===== src/rtl/proc_io_pkg.sv =====
// proc_io_pkg
//   Shared constants and sizing helpers for the processor I/O port blocks.
//   NUBITS_DEFAULT : default sample word width (processor data bus width)
//   clog2()        : ceiling log2, usable in constant expressions
//   count_width()  : width of a fill-level counter able to hold 0..depth
package proc_io_pkg;

    localparam int NUBITS_DEFAULT = 32;

    function automatic int clog2(input int value);
        int result;
        int v;
        result = 0;
        v      = value - 1;
        while (v > 0) begin
            result = result + 1;
            v      = v >> 1;
        end
        return result;
    endfunction

    function automatic int count_width(input int depth);
        return clog2(depth) + 1;
    endfunction

endpackage


===== src/rtl/fifo_ram.sv =====
// fifo_ram
//   Simple dual-port storage: synchronous write, asynchronous read.
//   clk   : write clock (rising edge)
//   we    : write enable
//   waddr : write address
//   wdata : write data
//   raddr : read address
//   rdata : read data, combinational from raddr
//   Contents are not reset.
module fifo_ram
    import proc_io_pkg::*;
#(
    parameter int NUBITS = NUBITS_DEFAULT,
    parameter int DEPTH  = 16
) (
    input  logic                     clk,
    input  logic                     we,
    input  logic [clog2(DEPTH)-1:0]  waddr,
    input  logic [NUBITS-1:0]        wdata,
    input  logic [clog2(DEPTH)-1:0]  raddr,
    output logic [NUBITS-1:0]        rdata
);

    logic [NUBITS-1:0] mem_q [DEPTH];

    always_ff @(posedge clk) begin
        if (we) begin
            mem_q[waddr] <= wdata;
        end
    end

    assign rdata = mem_q[raddr];

endmodule


===== src/rtl/proc_in_fifo.sv =====
// proc_in_fifo
//   Input FIFO between an external sample source and the processor data
//   input. Show-ahead: the head word is visible on io_in before it is read.
//   clk      : clock, rising edge
//   rst      : synchronous active-high reset
//   s_data   : signed sample from the source
//   s_valid  : s_data valid this cycle
//   s_ready  : FIFO accepts a sample this cycle
//   io_in    : signed head-of-FIFO word (0 when empty)
//   req_in   : processor read strobe, consumes the head word
//   itr      : interrupt request, high while fill level >= THRESH
//   count    : current fill level
//   udf      : sticky underflow flag (read while empty), cleared by rst
//   drop_cnt : saturating count of samples discarded while full
//              (present only with PROC_IN_FIFO_DROP_EN defined)
//   Macro PROC_IN_FIFO_DROP_EN: s_ready tied high, pushes into a full FIFO
//   are dropped and counted instead of being back-pressured.
module proc_in_fifo
    import proc_io_pkg::*;
#(
    parameter int NUBITS = NUBITS_DEFAULT,
    parameter int DEPTH  = 16,
    parameter int THRESH = 1
) (
    input  logic                           clk,
    input  logic                           rst,
    input  logic signed [NUBITS-1:0]       s_data,
    input  logic                           s_valid,
    output logic                           s_ready,
    output logic signed [NUBITS-1:0]       io_in,
    input  logic                           req_in,
    output logic                           itr,
    output logic [count_width(DEPTH)-1:0]  count,
    output logic                           udf
`ifdef PROC_IN_FIFO_DROP_EN
    ,
    output logic [15:0]                    drop_cnt
`endif
);

    localparam int AW = clog2(DEPTH);
    localparam int CW = count_width(DEPTH);

    logic [AW-1:0]     wr_ptr_q, wr_ptr_d;
    logic [AW-1:0]     rd_ptr_q, rd_ptr_d;
    logic [CW-1:0]     count_q, count_d;
    logic              udf_q, udf_d;
    logic              full, empty, push, pop;
    logic [NUBITS-1:0] rd_data;

    always_comb begin
        empty    = (count_q == '0);
        full     = (count_q == CW'(DEPTH));
        // A full FIFO never accepts a push, even with a pop in the same
        // cycle: in back-pressure mode s_ready is already low, in drop mode
        // the sample is discarded.
        push     = s_valid && !full;
        pop      = req_in && !empty;
        wr_ptr_d = push ? wr_ptr_q + AW'(1) : wr_ptr_q;
        rd_ptr_d = pop  ? rd_ptr_q + AW'(1) : rd_ptr_q;
        case ({push, pop})
            2'b10:   count_d = count_q + CW'(1);
            2'b01:   count_d = count_q - CW'(1);
            default: count_d = count_q;
        endcase
        udf_d    = udf_q || (req_in && empty);
    end

    always_ff @(posedge clk) begin
        if (rst) begin
            wr_ptr_q <= '0;
            rd_ptr_q <= '0;
            count_q  <= '0;
            udf_q    <= 1'b0;
        end else begin
            wr_ptr_q <= wr_ptr_d;
            rd_ptr_q <= rd_ptr_d;
            count_q  <= count_d;
            udf_q    <= udf_d;
        end
    end

    fifo_ram #(
        .NUBITS (NUBITS),
        .DEPTH  (DEPTH)
    ) u_ram (
        .clk   (clk),
        .we    (push),
        .waddr (wr_ptr_q),
        .wdata (s_data),
        .raddr (rd_ptr_q),
        .rdata (rd_data)
    );

`ifdef PROC_IN_FIFO_DROP_EN
    logic [15:0] drop_cnt_q, drop_cnt_d;

    always_comb begin
        drop_cnt_d = drop_cnt_q;
        if (s_valid && full && (drop_cnt_q != '1)) begin
            drop_cnt_d = drop_cnt_q + 16'd1;
        end
    end

    always_ff @(posedge clk) begin
        if (rst) begin
            drop_cnt_q <= '0;
        end else begin
            drop_cnt_q <= drop_cnt_d;
        end
    end

    assign drop_cnt = drop_cnt_q;
    assign s_ready  = 1'b1;
`else
    assign s_ready  = !full;
`endif

    assign io_in = empty ? '0 : rd_data;
    assign itr   = (count_q >= CW'(THRESH));
    assign count = count_q;
    assign udf   = udf_q;

endmodule


===== config.mk =====
export PLATFORM = sky130hd
export DESIGN_NAME = proc_in_fifo
export DESIGN_NICKNAME = d
export VERILOG_FILES = /design/src/rtl/proc_io_pkg.sv /design/src/rtl/fifo_ram.sv /design/src/rtl/proc_in_fifo.sv
export SDC_FILE = /design/constraint.sdc
export NUM_CORES = 1
export LEC_CHECK = 0
export BUFFER_PORTS_ARGS = -buffer_cell sky130_fd_sc_hd__buf_2
export CAP_MARGIN = 25
export CORE_ASPECT_RATIO = 2
export CORE_MARGIN = 3
export CORE_UTILIZATION = 57
export CTS_CLUSTER_SIZE = 14
export DETAILED_ROUTE_END_ITERATION = 6
export PLACE_DENSITY = 0.84
export SLEW_MARGIN = 20
export SYNTH_ARGS = -nofsm -noshare
export SYNTH_HDL_FRONTEND = slang
export SYNTH_SLANG_ARGS = --single-unit

===== constraint.sdc =====
create_clock -name clk -period 5.5 [get_ports clk]
set_clock_uncertainty 0.15 [all_clocks]
set_input_delay 0.825 -clock clk [delete_from_list [all_inputs] [get_ports clk]]
set_output_delay 0.825 -clock clk [all_outputs]
set_load 0.02 [all_outputs]

==> results.yml, run 1 <==
clock_tree:
  cts-buffers-inserted: 44
  cts_sinks: 530
  cts_max_level: 2
  worst_skew_pair.late_latency_ps: 550
  post_cts_hold_buffer_count: 0
  worst_setup_hold_path_clk_slew_ps: 60
  clock_path_buffers: 3
  root_buffer: "sky130_fd_sc_hd__clkbuf_16"
  cts-resized-gates: 0
  cts_setup_buffers: 0
  tritoncts: "yes"
setup_path:
  timing.critical_path.slowest_stage_cell: "sky130_fd_sc_hd__dfxtp_4"
  critPathKind: "register to output port"
  r2r-start: "count[0]"
  crit_path_max_fanout: 35
  crit_required_ps: 4530
  worst_path_largest_cell_delay_ps: 830
  worstSetupEndpointType: "output port"
  critPathLaunchType: "register"
  cp_cell_sequence: "nor2b_2 > buf_4 > a22oi_1 > and3_1 > a221o_2 > buf_2"
  critPathArrivalTime_ps: 3330
synthesis:
  synth-compound-area-share_pct: 4.19
  yosysMostFrequentCell: "sky130_fd_sc_hd__edfxtp_1"
  synth.top_cells.by_count: "sky130_fd_sc_hd__edfxtp_1, sky130_fd_sc_hd__mux2i_1, sky130_fd_sc_hd__a22oi_1, sky130_fd_sc_hd__mux4_2, sky130_fd_sc_hd__and3_1"
  yosys.area.top_type_share_pct: 75.5
  ys_seq_elements: 530
  yosys.area.top_type: "sky130_fd_sc_hd__edfxtp_1"
  count_of_flip_flops_with_a_built_in_enable_after_synthesis: 512
  synth_xor_xnor_area_share_pct: 0.430
  simple_gate_area_share_of_the_yosys_netlist_pct: 2.56
  post_synthesis_cell_type_count: 33
  netlist_top_cells_area: "sky130_fd_sc_hd__edfxtp_1, sky130_fd_sc_hd__mux4_2, sky130_fd_sc_hd__mux2i_1"
  main_combinational_cell_family_by_area_after_synthesis: "multiplexers"
  synth_ff_type: "sky130_fd_sc_hd__edfxtp_1"
  yosys_warnings: 0
  multiplexer_share_of_the_synthesized_area_pct: 13.4
  synth_seq_area_share_pct: 77.3
  synthesis.area_per_instance_um2: 20.2
  asyncSetResetFlopFracSynth_pct: 0
  postSynthCellCount: 1008
  post_synth_fa_ha_maj_area_fraction_pct: 0.615
  cell_area_after_synthesis_um2: 20400
  synth_nets: 1054
drt:
  vias: 10188
  drt_drc_violations_left: 0
  route.final.wire_length_mm: 43.2
  final_antenna_violating_net_count: 0
  drt-wirelength-per-cell_um: 27.7
  dr.pass1.iters: 5
  routed_via_density: 6.53
  detailedRoute.firstIterationViolations: 1160
grt:
  grt_antenna_before_repair: 1
  pin_count_of_the_biggest_net_entering_global_routing: 54
  grt_first_pass_wirelength_mm: 65.8
  first_global_vias: 10922
  grt_usage_pct: 22.9
  overflow: 0
timing:
  clock.fmax_mhz: 232
  final_min_period_over_clock_period_pct: 78.3
  final-setup-viol-count: 0
  min_period_ps: 4300
  final-max-slew-violation-count: 0
  final.setup.worst_slack_ps: 1200
  final.hold.worst_slack_ps: 329
  grt_setup_unrepaired: "false"
  slew-limit-headroom_pct: 37.1
  worstMarginPinSlew_ps: 944
  hold_viol_final: 0
  setup-tns-final_ps: 0
place:
  dp.final_hpwl_mm: 24.0
  place_congestion: 0.769
  placed_cells_incl_taps: 1498
  worst_case_setup_slack_after_placement_ps: 1760
  number_of_buffer_cells_added_on_primary_ports: 75
power:
  power.ir.vdd_worst_uv: 435
  pwr_density_cell_nw_per_um2: 428
  static-leakage-power_nw: 7.11
layout:
  drive_gt1_share_pct: 22.0
  final_net_count: 1145
  diodes_inserted: 0
  finish.cell_count_without_fillers: 1561
  syn_to_final_growth_pct: 11.1
floorplan:
  floorplan.die.height_um: 273
  design.die.area_um2: 38200
  design.core.area_um2: 35200
  pin_count: 76
  std_cell_rows: 97
  fp.dieW_um: 140
  initial_core_utilization_pct: 57.8
flow_run:
  maxCapViolCount: 0
status:
  outcome: "finished clean"
worst_hold_path:
  hold_class: "register to register"
  hp-start: "udf"
-- worst paths after layout --
| check | endpoint | slack, ps | cells after the start |
|---|---|---|---|
| setup reg to reg | count[4] | 2220 | 10 |
| setup / recovery | io_in[0] | 1200 | 6 |
| hold / removal | udf | 330 | 2 |
| hold reg to reg | udf | 330 | 2 |
-- kinds of logic after synthesis --
kind of cell / Yosys count
buf+inv: 65
flops: 530
mux: 193
xor+xnor: 10
simple gates: 95
compound gates: 105
fa+ha+maj: 10
-- worst max-delay path: cells and delay by family (launching register included) --
kind | cells | cell delay (ps)
AOI/OAI and AO/OA | 2 | 490
buffers and inverters | 2 | 660
DFF | 1 | 830
and+or+nand+nor | 2 | 790
-- state kept, by name (all words and copies together) (netlist names), named ones only --
register     cells
udf              1
count            5
u_ram.mem_q    512
rd_ptr_q         4
wr_ptr_q         4
-- report_power, final --
| part | leakage, nW | total, mW | internal (mW) | switching (mW) |
|---|---|---|---|---|
| Sequential | 4.77 | 4.69 | 4.53 | 0.164 |
| Clock | 0.587 | 2.77 | 1.48 | 1.29 |
| Combinational | 1.75 | 2.21 | 0.960 | 1.25 |
| Total | 7.11 | 9.68 | 6.97 | 2.71 |
-- layer usage --
layer	global-route usage (%)	up-vias	part of all wire (%)
li1	-	4315	-
met1	28.1	5236	35
met2	40.3	506	54
met3	3.39	131	6.6
met4	10.3	0	4.5
met5	0	-	0
-- through the flow --
stage	cell area [um2]	util, %	power, mW
after floorplan	20400	-	6.29
after global placement	21400	60.8	6.95
after detailed placement	21400	60.8	7.00
after CTS	22600	64.2	9.73
after global routing	22600	64.2	10.0
final	22600	64.2	9.68
-- cell type report --
cell class,count,area [um2]
tap,445,557
timing repair buffer,104,631
clock inverter,7,37.5
inverter,6,22.5
clock buffer,56,1170
fill,2288,12600
sequential,530,15700
multi-input combinational,413,4450
-- layout by cell type, fill, tap and decap left out, types with 2 or more instances in the layout --
cell,n
sky130_fd_sc_hd__a21oi_1,5
sky130_fd_sc_hd__a221o_1,30
sky130_fd_sc_hd__a221o_2,2
sky130_fd_sc_hd__a22oi_1,64
sky130_fd_sc_hd__and2_1,2
sky130_fd_sc_hd__and3_1,34
sky130_fd_sc_hd__buf_12,3
sky130_fd_sc_hd__buf_2,75
sky130_fd_sc_hd__buf_4,26
sky130_fd_sc_hd__clkbuf_1,11
sky130_fd_sc_hd__clkbuf_16,45
sky130_fd_sc_hd__clkinv_1,4
sky130_fd_sc_hd__dfxtp_1,16
sky130_fd_sc_hd__dfxtp_4,2
sky130_fd_sc_hd__edfxtp_1,512
sky130_fd_sc_hd__ha_1,10
sky130_fd_sc_hd__inv_1,6
sky130_fd_sc_hd__inv_6,2
sky130_fd_sc_hd__mux2i_1,129
sky130_fd_sc_hd__mux4_2,64
sky130_fd_sc_hd__nand2_1,10
sky130_fd_sc_hd__nand2b_1,2
sky130_fd_sc_hd__nand3_1,5
sky130_fd_sc_hd__nand4b_1,2
sky130_fd_sc_hd__nor2_1,12
sky130_fd_sc_hd__nor2_4,13
sky130_fd_sc_hd__nor2b_2,2
sky130_fd_sc_hd__nor3_1,2
sky130_fd_sc_hd__nor3_2,4
sky130_fd_sc_hd__or4bb_2,2
sky130_fd_sc_hd__xnor2_1,3
sky130_fd_sc_hd__xor2_1,7
Power figures use the tool's default switching activity.
==> run 2: changes to the inputs <==
- clock period: 5.5 -> 4.4 ns (I/O delays scaled with it)
==> run 2 against run 1 <==
Sequential power up 25%. Combinational power up 29%. Clock-buffer cell count down 3. Die area unchanged.
==> results.yml, run 2 (same netlist as run 1, synthesis figures left out) <==
timing:
  hold_viol_final: 0
  grt_setup_unrepaired: "false"
  final-max-slew-violation-count: 0
  setup-tns-final_ps: 0
  worstMarginPinSlew_ps: 1020
  final-setup-viol-count: 0
  clock.fmax_mhz: 263
  min_period_ps: 3800
  final_min_period_over_clock_period_pct: 86.3
  slew-limit-headroom_pct: 31.7
setup_path:
  critical_path.top_delay_family: "buffers and inverters"
  crit_required_ps: 3590
  timing.rr.end: "count[4]"
  critPathLaunchType: "register"
  cp_cell_sequence: "buf_12 > nor2b_2 > buf_4 > a22oi_1 > and3_1 > a221o_1 > buf_2"
  critPathArrivalTime_ps: 2990
  worstSetupEndpointType: "output port"
  rr_worst_depth: 10
  critPathKind: "register to output port"
  crit_path_max_fanout: 36
  timing.critical_path.slowest_stage_cell: "sky130_fd_sc_hd__dfxtp_4"
  worstPathBufferInverterCount: 3
  worst_path_largest_cell_delay_ps: 550
  r2r-start: "count[1]"
  setup.reg_to_reg.worst_slack_ps: 1060
grt:
  grt_first_pass_wirelength_mm: 64.7
  overflow: 0
  grt_usage_pct: 22.6
  grt_antenna_before_repair: 1
  pin_count_of_the_biggest_net_entering_global_routing: 49
  first_global_vias: 10942
floorplan:
  fp.dieW_um: 140
  std_cell_rows: 97
  initial_core_utilization_pct: 57.8
  floorplan.die.height_um: 273
  pin_count: 76
  design.die.area_um2: 38200
  design.core.area_um2: 35200
flow_run:
  maxCapViolCount: 0
power:
  static-leakage-power_nw: 7.19
  power.ir.vdd_worst_uv: 470
  pwr_density_cell_nw_per_um2: 538
drt:
  final_antenna_violating_net_count: 0
  vias: 10191
  dr.pass1.iters: 5
  route.final.wire_length_mm: 42.8
  drt-wirelength-per-cell_um: 27.3
  routed_via_density: 6.49
  drt_drc_violations_left: 0
  detailedRoute.firstIterationViolations: 1132
layout:
  drive_gt1_share_pct: 22.8
  syn_to_final_growth_pct: 12.2
  layout_common_cells: "sky130_fd_sc_hd__edfxtp_1, sky130_fd_sc_hd__mux2i_1, sky130_fd_sc_hd__buf_2, sky130_fd_sc_hd__mux4_2, sky130_fd_sc_hd__a22oi_1"
  final_net_count: 1153
  finish.cell_count_without_fillers: 1570
  most_frequent_standard_cell_in_the_layout_excluding_fill_and_tap_cells: "sky130_fd_sc_hd__edfxtp_1"
  largest_register: "u_ram.mem_q"
  number_of_flip_flops_in_the_largest_register: 512
clock_tree:
  tritoncts: "yes"
  worst_skew_pair.late_latency_ps: 540
  cts-buffers-inserted: 45
  cts_sinks: 530
  root_buffer: "sky130_fd_sc_hd__clkbuf_16"
  cts_max_level: 2
  clock_path_buffers: 3
  cts_setup_buffers: 0
  cts-resized-gates: 0
  worst_setup_hold_path_clk_slew_ps: 60
  post_cts_hold_buffer_count: 0
worst_hold_path:
  hp-start: "req_in"
  hold_class: "primary input to register"
  min_delay_path_depth: 3
place:
  number_of_buffer_cells_added_on_primary_ports: 75
  dp.final_hpwl_mm: 24.4
  place_congestion: 0.773
  placed_cells_incl_taps: 1505
status:
  outcome: "finished clean"
run 2: power by group:
group / switching, mW / internal [mW]
Sequential: 0.203 / 5.66
Combinational: 1.59 / 1.25
Clock: 1.62 / 1.97
Total: 3.41 / 8.88
run 2: per-stage QoR:
| step | area (um2) | hold slack (ps) | util (%) | setup WS [ps] | total power, mW |
|---|---|---|---|---|---|
| final | 22800 | 296 | 64.9 | 603 | 12.3 |
| after global placement | 21600 | 317 | 61.3 | 1110 | 8.77 |
| after detailed placement | 21600 | 350 | 61.3 | 1070 | 8.81 |
| after floorplan | 20400 | 305 | - | 245 | 7.87 |
| after global routing | 22800 | 302 | 64.9 | 391 | 12.7 |
| after CTS | 22800 | 267 | 64.9 | 542 | 12.4 |
run 2: area by class of cell:
type / instances / area, um2
Fill cell: 2271 / 12400
Clock inverter: 10 / 106
Clock buffer: 53 / 1160
Timing Repair Buffer: 111 / 783
Tap cell: 445 / 557
Sequential cell: 530 / 15700
Multi-Input combinational cell: 413 / 4470
Inverter: 6 / 22.5
Antenna cell: 2 / 5.00
run 2: how the worst max path moves through the flow:
stage,start,slack (ps),depth (start not counted),end
3_3_place_gp,count[1],1110,10,count[4]
2_1_floorplan,count[0],240,5,u_ram.mem_q[3][0]
6_report,register,600,7,io_in[14]
3_5_place_dp,count[1],1070,10,count[4]
4_1_cts,register,540,7,io_in[14]
5_1_grt,register,390,7,io_in[14]
run 2: worst reg2reg max path, delay by kind of cell, from the launching register on:
kind                       cells  cell delay, ps
DFF                            1             370
AOI/OAI and AO/OA              1             230
xor gates and xnor gates       1             140
and+or+nand+nor                4            1560
buffers and inverters          2             260
adders and majority gates      2             510
run 2: metal layers:
layer  wire (um)  vias to the layer above  GRT usage (%)
met5           0                        -              0
met4        2050                        0           11.4
met3        2740                      140           3.37
met2       23400                      482           40.5
met1       14600                     5230           26.6
li1            -                     4339              -
